### src/rtl/fetch_pkg.sv
// Shared fetch-stage types and constants.
// Used by fetch_unit and fetch_fifo.
package fetch_pkg;

  localparam int INSTR_BYTES   = 4;
  localparam int PC_ALIGN_BITS = 2;

  typedef struct packed {
    logic [31:0] instr;
    logic [31:0] pc;
  } fetch_entry_t;

  function automatic int ptr_w(input int depth);
    return $clog2(depth);
  endfunction

endpackage

### src/rtl/fetch_fifo.sv
// Synchronous FIFO of fetch entries.
// Flush has priority over push; pointers carry a wrap bit.
module fetch_fifo
  import fetch_pkg::*;
#(
  parameter int DEPTH = 4,
  parameter type entry_t = fetch_entry_t,
  localparam int PTR_W = ptr_w(DEPTH)
) (
  input  logic           clk,
  input  logic           reset,
  input  logic           push,
  input  logic           pop,
  input  logic           flush,
  input  entry_t         wdata,
  output entry_t         rdata,
  output logic           full,
  output logic           empty,
  output logic [PTR_W:0] count
);

  logic [PTR_W:0] wptr;
  logic [PTR_W:0] rptr;
  entry_t         mem [DEPTH];

  always_ff @(posedge clk) begin
    if (reset || flush) begin
      wptr <= '0;
      rptr <= '0;
    end else begin
      if (push) wptr <= wptr + 1'b1;
      if (pop)  rptr <= rptr + 1'b1;
    end
  end

  // Storage needs no reset; only the pointers define contents.
  always_ff @(posedge clk) begin
    if (push && !flush && !reset)
      mem[wptr[PTR_W-1:0]] <= wdata;
  end

  assign rdata = mem[rptr[PTR_W-1:0]];
  assign count = wptr - rptr;
  assign empty = (wptr == rptr);
  assign full  = (wptr[PTR_W-1:0] == rptr[PTR_W-1:0])
              && (wptr[PTR_W] != rptr[PTR_W]);

endmodule

### src/rtl/fetch_unit.sv
// Instruction fetch front end: PC, credit-based imem issue, fetch FIFO.
// Optional counters stat_fetched/stat_squashed under `FETCH_STATS_EN.
module fetch_unit
  import fetch_pkg::*;
#(
  parameter int ADDR_W  = 32,
  parameter int INSTR_W = 32,
  parameter int DEPTH   = 4,
  parameter logic [ADDR_W-1:0] RESET_PC = '0
) (
  input  logic               clk,
  input  logic               reset,
  output logic               imem_req,
  output logic [ADDR_W-1:0]  imem_addr,
  input  logic [INSTR_W-1:0] imem_rdata,
  input  logic               redirect_valid,
  input  logic [ADDR_W-1:0]  redirect_pc,
  output logic               out_valid,
  input  logic               out_ready,
  output logic [INSTR_W-1:0] out_instr,
  output logic [ADDR_W-1:0]  out_pc
`ifdef FETCH_STATS_EN
  ,
  output logic [31:0]        stat_fetched,
  output logic [31:0]        stat_squashed
`endif
);

  localparam int PTR_W = ptr_w(DEPTH);
  localparam int CW    = PTR_W + 2;
  localparam logic [ADDR_W-1:0] LOW_MASK =
    ADDR_W'((1 << PC_ALIGN_BITS) - 1);

  typedef struct packed {
    logic [INSTR_W-1:0] instr;
    logic [ADDR_W-1:0]  pc;
  } entry_t;

  logic [ADDR_W-1:0] fetch_pc;
  logic [ADDR_W-1:0] inflight_pc;
  logic              inflight;
  logic              push;
  logic              pop;
  logic              fifo_empty;
  logic              fifo_full;
  logic [PTR_W:0]    occ;
  logic [CW-1:0]     need;
  entry_t            head;
  entry_t            tail;

  assign pop  = out_valid && out_ready;
  assign push = inflight && !redirect_valid && !reset;

  // Slots already promised: buffered plus in flight, minus what leaves now.
  assign need = CW'(occ) + CW'(inflight) - CW'(pop);

  assign imem_req  = !reset && !redirect_valid
                  && (need < CW'(DEPTH));
  assign imem_addr = reset ? RESET_PC : fetch_pc;

  assign out_valid = !reset && !fifo_empty;
  assign out_instr = out_valid ? head.instr : '0;
  assign out_pc    = out_valid ? head.pc : '0;

  assign tail.instr = imem_rdata;
  assign tail.pc    = inflight_pc;

  always_ff @(posedge clk) begin
    if (reset) begin
      fetch_pc    <= RESET_PC;
      inflight    <= 1'b0;
      inflight_pc <= '0;
    end else begin
      inflight <= imem_req;
      if (redirect_valid) begin
        fetch_pc <= redirect_pc & ~LOW_MASK;
      end else if (imem_req) begin
        fetch_pc    <= fetch_pc + ADDR_W'(INSTR_BYTES);
        inflight_pc <= fetch_pc;
      end
    end
  end

  fetch_fifo #(
    .DEPTH   (DEPTH),
    .entry_t (entry_t)
  ) u_fifo (
    .clk   (clk),
    .reset (reset),
    .push  (push),
    .pop   (pop),
    .flush (redirect_valid),
    .wdata (tail),
    .rdata (head),
    .full  (fifo_full),
    .empty (fifo_empty),
    .count (occ)
  );

  no_overflow: assert property (
    @(posedge clk) disable iff (reset)
    !(fifo_full && push && !pop));

`ifdef FETCH_STATS_EN
  always_ff @(posedge clk) begin
    if (reset) begin
      stat_fetched  <= '0;
      stat_squashed <= '0;
    end else begin
      if (pop)
        stat_fetched <= stat_fetched + 32'd1;
      // A pop in the redirect cycle still completes, so it is not squashed.
      if (redirect_valid)
        stat_squashed <= stat_squashed + 32'(occ)
                       - 32'(pop) + 32'(inflight);
    end
  end
`endif

endmodule
### config.mk
export PLATFORM = sky130hd
export DESIGN_NAME = fetch_unit
export DESIGN_NICKNAME = d
export VERILOG_FILES = /design/src/rtl/fetch_pkg.sv /design/src/rtl/fetch_fifo.sv /design/src/rtl/fetch_unit.sv
export SDC_FILE = /design/constraint.sdc
export NUM_CORES = 1
export LEC_CHECK = 0
export CAP_MARGIN = 0
export CORE_ASPECT_RATIO = 1.4
export CORE_UTILIZATION = 45
export DETAILED_ROUTE_END_ITERATION = 12
export PLACE_DENSITY = 0.64
export RECOVER_POWER = 25
export SLEW_MARGIN = 20
export SYNTH_ARGS = -nofsm -noshare
export SYNTH_HDL_FRONTEND = slang
export SYNTH_SLANG_ARGS = --single-unit
### constraint.sdc
create_clock -name clk -period 7.8 [get_ports clk]
set_clock_uncertainty 0.2 [all_clocks]
set_input_delay 1.17 -clock clk [delete_from_list [all_inputs] [get_ports clk]]
set_output_delay 1.17 -clock clk [all_outputs]
set_load 0.01 [all_outputs]
==> summary.txt, run 1 <==
Post-cts repair resize count: 0
Crit end category: primary output
Final WL: 26800 µm
Clock transition at path regs: 0.06 ns
Clk buf depth: 3
IO Pins: 166
Filler cells: 2346
TritonCTS clock tree: yes
Die area: 29400 µm²
# nets final: 1075
Final Hold Vio Count: 0
Die height: 203 µm
Cell variety after synth: 51
Cells after synthesis: 852
Vias/cell: 5.45
Worst Path Max Fanout: 54
Leakage power: 5.21 nW
Syn-to-layout area delta: 23.1%
Register area share after synthesis: 68.2%
CP max stage cell: buf_2
Hold WS: 0.293 ns
Arrival @ worst endpoint: 4.40 ns
Largest net degree at the start of global routing: 66
GPL Wtd Cong: 0.811
Metal-1 WL: 11600 µm
Hold Crit Start: u_fifo.rptr[1]
First-pass GRT wire length: 42700 µm
Top post-synthesis cells by area: edfxtp_1 (58%), mux4_2 (11%), dfxtp_1 (11%)
Register area: 8840 µm²
TritonCTS Buffers: 30
RR Startpoint: u_fifo.wptr[0]
Fin crit share: 73.9%
Area occupied by multi-input gates: 3840 µm²
Port Buf Inserts: 159
Hold_buf cts: 0
Largest area contributor in the netlist: edfxtp_1
CTS sink count: 317
Number of synthesized register bits: 317
Clock Latency Late Sink: 0.56 ns
Antenna cells: 0
# H-tree levels: 1
Post-route ant nets: 0
Initial antenna violation count: 0
Met2 routed WL: 13200 µm
Internal reg-to-reg setup slack: 3.46 ns
All-layer global routing usage: 18.4%
CP max stage delay: 0.72 ns
MaxCap Viol Count: 0
Top cell type's share of synthesized area: 57.6%
Worst Setup Start Kind: input pin
Post-DP HPWL: 15400 µm
Fin. max-slew vios: 0
Setup bufs post-CTS: 0
Ratio of cells with drive above 1 in the final layout: 12.4%
Slew headroom: 30.4%
Setup Viol. Count Final: 0
Global route overflow: 0
Peak supply drop: 0.168 mV
Post-synth EDFFs: 248
DR WL/cell: 19.2 µm
Most used flip-flop cell after synthesis: edfxtp_1
Root Driver: clkbuf_16
F_max: 173 MHz
Core Area: 28300 µm²
Pwr dens: 226 nW/µm²
R2R Path End: fetch_pc[21]
Max layer used: met4
WHS Path Cells: 2
CP Cell Sequence: buf_2 > a31oi_4 > nand2_1 > inv_1 > ha_1 > inv_1 > ha_1 > and3b_1 > or4b_1 > and3_2 > clkinv_1 > clkdlybuf4s50_1
Total chip power: 0.00359 W
Hold Crit Class: reg2reg
Routed length on met3: 1430 µm
CP required: 6.43 ns
Initial Util: 45.7%
Min cycle time layout: 5.77 ns
Worst r2r path cells: 12
Final core utilization: 56.2%
# DRC: 0
Iter 0 DRT Violations: 429
Rows: 73
Setup CP Type: in2out
Mapped Avg Cell Area: 15.2 µm²
Drt pass-1 iters: 4
Syn. warnings: 0
Routed vias: 7596
Tightest Pin Transition: 1.04 ns
Die width: 145 µm
Final TNS setup: 0 ns
Post-Syn Area: 12900 µm²
Vias in the first global route: 7713
Ys async rst share: 0%
Status: completed
Unrepaired setup endpoints after global routing: false
cell families (layout without fill, tap and decap cells):
logic type	after synthesis	in the layout	synth area share, %
flops	317	317	68.2
simple gates	280	280	11.5
xor+xnor	10	10	0.803
compound gates	95	95	4.90
buf+inv	74	238	2.44
other cells	1	4	0.0290
mux	63	63	10.9
fa+ha+maj	12	12	1.22
Yosys cell counts (2+ instances only):
| library cell | instances |
|---|---|
| or4b_1 | 3 |
| clkinv_1 | 2 |
| a311oi_1 | 19 |
| nand2_1 | 81 |
| nor3_1 | 3 |
| o311ai_0 | 2 |
| a22oi_1 | 2 |
| nor2_1 | 33 |
| a2111oi_0 | 2 |
| buf_6 | 3 |
| o31ai_1 | 10 |
| and4_1 | 2 |
| edfxtp_1 | 248 |
| inv_1 | 15 |
| nand4_1 | 8 |
| dfxtp_1 | 69 |
| clkbuf_1 | 43 |
| xor2_1 | 3 |
| or2_2 | 2 |
| o31a_1 | 3 |
| o21ai_0 | 12 |
| or4_1 | 12 |
| ha_1 | 11 |
| and2_1 | 65 |
| buf_1 | 7 |
| nor4b_1 | 2 |
| a31oi_1 | 3 |
| and3_1 | 10 |
| nor2b_1 | 29 |
| nand3b_1 | 2 |
| buf_4 | 4 |
| nand3_1 | 16 |
| or3_1 | 8 |
| xnor2_1 | 6 |
| mux4_2 | 62 |
| o21a_1 | 3 |
| a21oi_1 | 32 |
| a221oi_1 | 2 |
per-stage QoR:
step           cells  worst slack, ns  instance area (µm²)
2_1_floorplan    855             2.85                13000
3_3_place_gp    1338             2.06                14800
3_5_place_dp    1338             2.04                14800
4_1_cts         1394             2.03                15900
5_1_grt         1394             1.89                15900
6_report        1394             2.03                15900
layout by cell type, fill, tap and decap left out, types with 3 or more instances in the layout:
cell / count
mux4_2: 62
nand3_1: 16
buf_4: 6
dfxtp_1: 67
ha_1: 11
o31a_1: 3
bufinv_16: 6
conb_1: 4
xnor2_1: 6
edfxtp_1: 248
or4b_1: 3
nor2b_1: 29
clkbuf_16: 30
a311oi_1: 19
o21a_1: 3
a21oi_1: 32
o21ai_0: 12
or4_1: 12
clkdlybuf4s50_1: 146
and3_4: 4
clkinv_1: 5
dlygate4sd3_1: 12
nand4_1: 8
nor2_1: 33
nor3_1: 3
or3_1: 8
and2_1: 65
inv_1: 15
nand2_1: 81
clkbuf_1: 7
and3_1: 5
o31ai_1: 10
xor2_1: 3
clkbuf_8: 4
worst max path at each step:
stage,from,endpoint,slack [ns],cells after the start
floorplan,reset,imem_req,2.85,13
global placement,reset,imem_req,2.06,12
detailed placement,reset,imem_req,2.04,12
CTS,reset,imem_req,2.03,12
global route,reset,imem_req,1.89,12
finish,reset,imem_req,2.03,12
routing by layer:
metal	vias to the layer above	track usage [%]
met4	0	5.45
met5	-	0
met2	230	31.6
met3	39	2.61
li1	3531	-
met1	3796	24.5
flip-flops by register name (all words and copies together), names as in the netlist, named ones only:
signal       flops
u_fifo.wptr      3
inflight         1
inflight_pc     30
fetch_pc        30
u_fifo.mem     248
u_fifo.rptr      3
area by class of cell:
type / instances / area share (%)
inverter: 17 / 0.401
clock buffer: 41 / 5.22
tap: 375 / 2.95
sequential: 317 / 55.5
timing repair buffer: 165 / 10.2
multi-input combinational: 464 / 24.1
clock inverter: 15 / 1.57
worst max-delay path, delay by kind of cell:
family	cells	cell delay [ns]
and+or+nand+nor	4	1.14
AOI/OAI and AO/OA	1	0.03
buffers and inverters	5	1.66
adders and majority gates	2	0.40
report_power, final:
part	total, W	switching, W	internal, W
registers	0.00187	0.0000301	0.00184
logic	0.000159	0.0000796	0.0000799
clock network	0.00156	0.000615	0.000949
(Power assumes the default switching activity.)
==> inputs of run 2 (changes only) <==
--- a/config.mk
+++ b/config.mk
@@ -9,7 +9,7 @@
 export CORE_ASPECT_RATIO = 1.4
 export CORE_UTILIZATION = 45
 export DETAILED_ROUTE_END_ITERATION = 12
-export PLACE_DENSITY = 0.64
+export PLACE_DENSITY = 0.67
 export RECOVER_POWER = 25
 export SLEW_MARGIN = 20
 export SYNTH_ARGS = -nofsm -noshare
==> constraint.sdc (replaced) <==
create_clock -name clk -period 5.1 [get_ports clk]
set_clock_uncertainty 0.2 [all_clocks]
set_input_delay 0.765 -clock clk [delete_from_list [all_inputs] [get_ports clk]]
set_output_delay 0.765 -clock clk [all_outputs]
set_load 0.01 [all_outputs]
==> run 2 against run 1 <==
First-iteration DRC count fell by 11%. Non-clock buffer count increased by 16. Design area rose by 0.19%. Sequential share of layout area shrank 0.10 points. Critical endpoint unchanged. Critical path type is now reg2out. Combinational power is 55% higher. Largest power group unchanged.
==> summary.txt, run 2 (same netlist as run 1, synthesis figures left out) <==
# H-tree levels: 1
GPL Wtd Cong: 0.856
R2R Path End: fetch_pc[21]
Root Driver: clkbuf_16
Most frequent cells in the layout: edfxtp_1 (248), clkdlybuf4s50_1 (146), nand2_1 (81)
Final WL: 27100 µm
Clk buf depth: 3
Post-route ant nets: 0
Tightest Pin Transition: 1.00 ns
Worst Path Max Fanout: 6
Iter 0 DRT Violations: 383
Rows: 73
WHS Path Cells: 2
IO Pins: 166
Hold Crit Start: reset
Area occupied by multi-input gates: 3860 µm²
CP max stage delay: 0.54 ns
Drt pass-1 iters: 5
Fin. max-slew vios: 0
MaxCap Viol Count: 0
TritonCTS clock tree: yes
Global route overflow: 0
Die area: 29400 µm²
Min cycle time layout: 4.90 ns
Slew headroom: 33.3%
# nets final: 1090
Largest net degree at the start of global routing: 90
All-layer global routing usage: 18.8%
CP max stage cell: clkdlybuf4s50_1
Port Buf Inserts: 159
Leakage power: 5.25 nW
Routed vias: 7587
Filler cells: 2319
First-pass GRT wire length: 42900 µm
Unrepaired setup endpoints after global routing: false
Final core utilization: 56.4%
Hold Path End: inflight_pc[21]
Final TNS setup: 0 ns
Register area: 8840 µm²
CTS sink count: 317
Internal reg-to-reg setup slack: 0.88 ns
Most numerous cell on the critical path: or4b_1
Layout Cells excl Fill: 1407
Crit end category: primary output
Vias/cell: 5.39
Pwr dens: 333 nW/µm²
Fin crit share: 96.2%
Core Area: 28300 µm²
Vias in the first global route: 7682
# DRC: 0
Inst Count DP: 1350
Die width: 145 µm
TritonCTS Buffers: 29
Buffers & Inverters on Critical Path: 4
Clock Latency Late Sink: 0.55 ns
Kind of cell adding the most delay to the critical path: simple AND/OR/NAND/NOR gates
RR Startpoint: u_fifo.wptr[0]
Antenna cells: 0
Post-DP HPWL: 16400 µm
Largest register FFs: 248
Arrival @ worst endpoint: 3.94 ns
Setup Viol. Count Final: 0
F_max: 204 MHz
Setup CP Type: reg2out
Final Hold Vio Count: 0
CP required: 4.14 ns
Worst Setup Start Kind: flop
Status: completed
Hold_buf cts: 0
Clock transition at path regs: 0.07 ns
Peak supply drop: 0.188 mV
Syn-to-layout area delta: 23.3%
Ratio of cells with drive above 1 in the final layout: 13.7%
Initial Util: 45.7%
Die height: 203 µm
Worst r2r path cells: 12
Commonest non-fill, non-tap cell in the layout: edfxtp_1
CP Cell Sequence: inv_2 > ha_1 > inv_1 > fa_1 > xor3_2 > ha_4 > or4b_1 > or4b_1 > and3_2 > clkinv_1 > clkdlybuf4s50_1
Hold Crit Class: in2reg
Initial antenna violation count: 0
DR WL/cell: 19.3 µm
-- run 2: cell types whose count changed in the layout (fill, tap and decap cells not counted) --
cell and change:
inv_2 +1, clkinv_2 +4, buf_4 +15, bufinv_16 -1, ha_1 -1, clkinv_8 -2, clkbuf_8 -4, clkinvlp_4 +1
inv_1 -1, ha_4 +1, clkbuf_16 -1, buf_12 +1
-- run 2: worst max-delay path by stage --
stage | cells past startpoint | slack [ns] | to | startpoint
after floorplan | 12 | 0.88 | imem_req | u_fifo.wptr[0]
after global placement | 11 | 0.67 | imem_req | u_fifo.wptr[0]
after CTS | 11 | 0.008 | imem_req | u_fifo.wptr[0]
after detailed placement | 11 | 0.61 | imem_req | u_fifo.wptr[0]
final | 11 | 0.20 | imem_req | u_fifo.wptr[0]
after global routing | 11 | 0.01 | imem_req | u_fifo.wptr[0]
-- run 2: area by class of cell --
cell class / instances / area share (%)
repair buffers: 181 / 11.1
multi-input cells: 464 / 24.2
flip-flops and latches: 317 / 55.4
clock inverters: 17 / 1.35
clock buffers: 36 / 4.71
inverters: 17 / 0.400
well taps: 375 / 2.94
-- run 2: layer usage --
metal / wire [µm] / share of wire (%) / global-route usage [%] / vias to the layer above
met5: 0 / 0 / 0 / -
met4: 446 / 1.6 / 5.26 / 0
met3: 1100 / 4.1 / 2.16 / 28
met2: 13800 / 51 / 33.4 / 188
met1: 11700 / 43 / 24.3 / 3813
li1: - / - / - / 3558
-- run 2: what timing repair did --
| item | in CTS | in global routing |
|---|---|---|
| resized for setup | 0 | 2 |
| setup endpoints to repair | 0 | 1 |
| setup buffers | 0 | 4 |
-- run 2: where the power goes --
group / total, W / switching (W) / internal [W]
registers: 0.00286 / 0.0000448 / 0.00281
logic: 0.000247 / 0.000122 / 0.000125
clock network: 0.00221 / 0.000912 / 0.00130
-- run 2: metrics by stage --
| step | total power (W) | worst slack (ns) | hold slack [ns] | cell area, µm² |
|---|---|---|---|---|
| final | 0.00531 | 0.196 | 0.282 | 16000 |
| after global routing | 0.00548 | 0.0120 | 0.270 | 16000 |
| after CTS | 0.00537 | 0.00754 | 0.246 | 15900 |
| after detailed placement | 0.00316 | 0.610 | 0.286 | 14900 |
| after global placement | 0.00315 | 0.668 | 0.276 | 14900 |
| after floorplan | 0.00302 | 0.883 | 0.245 | 13000 |
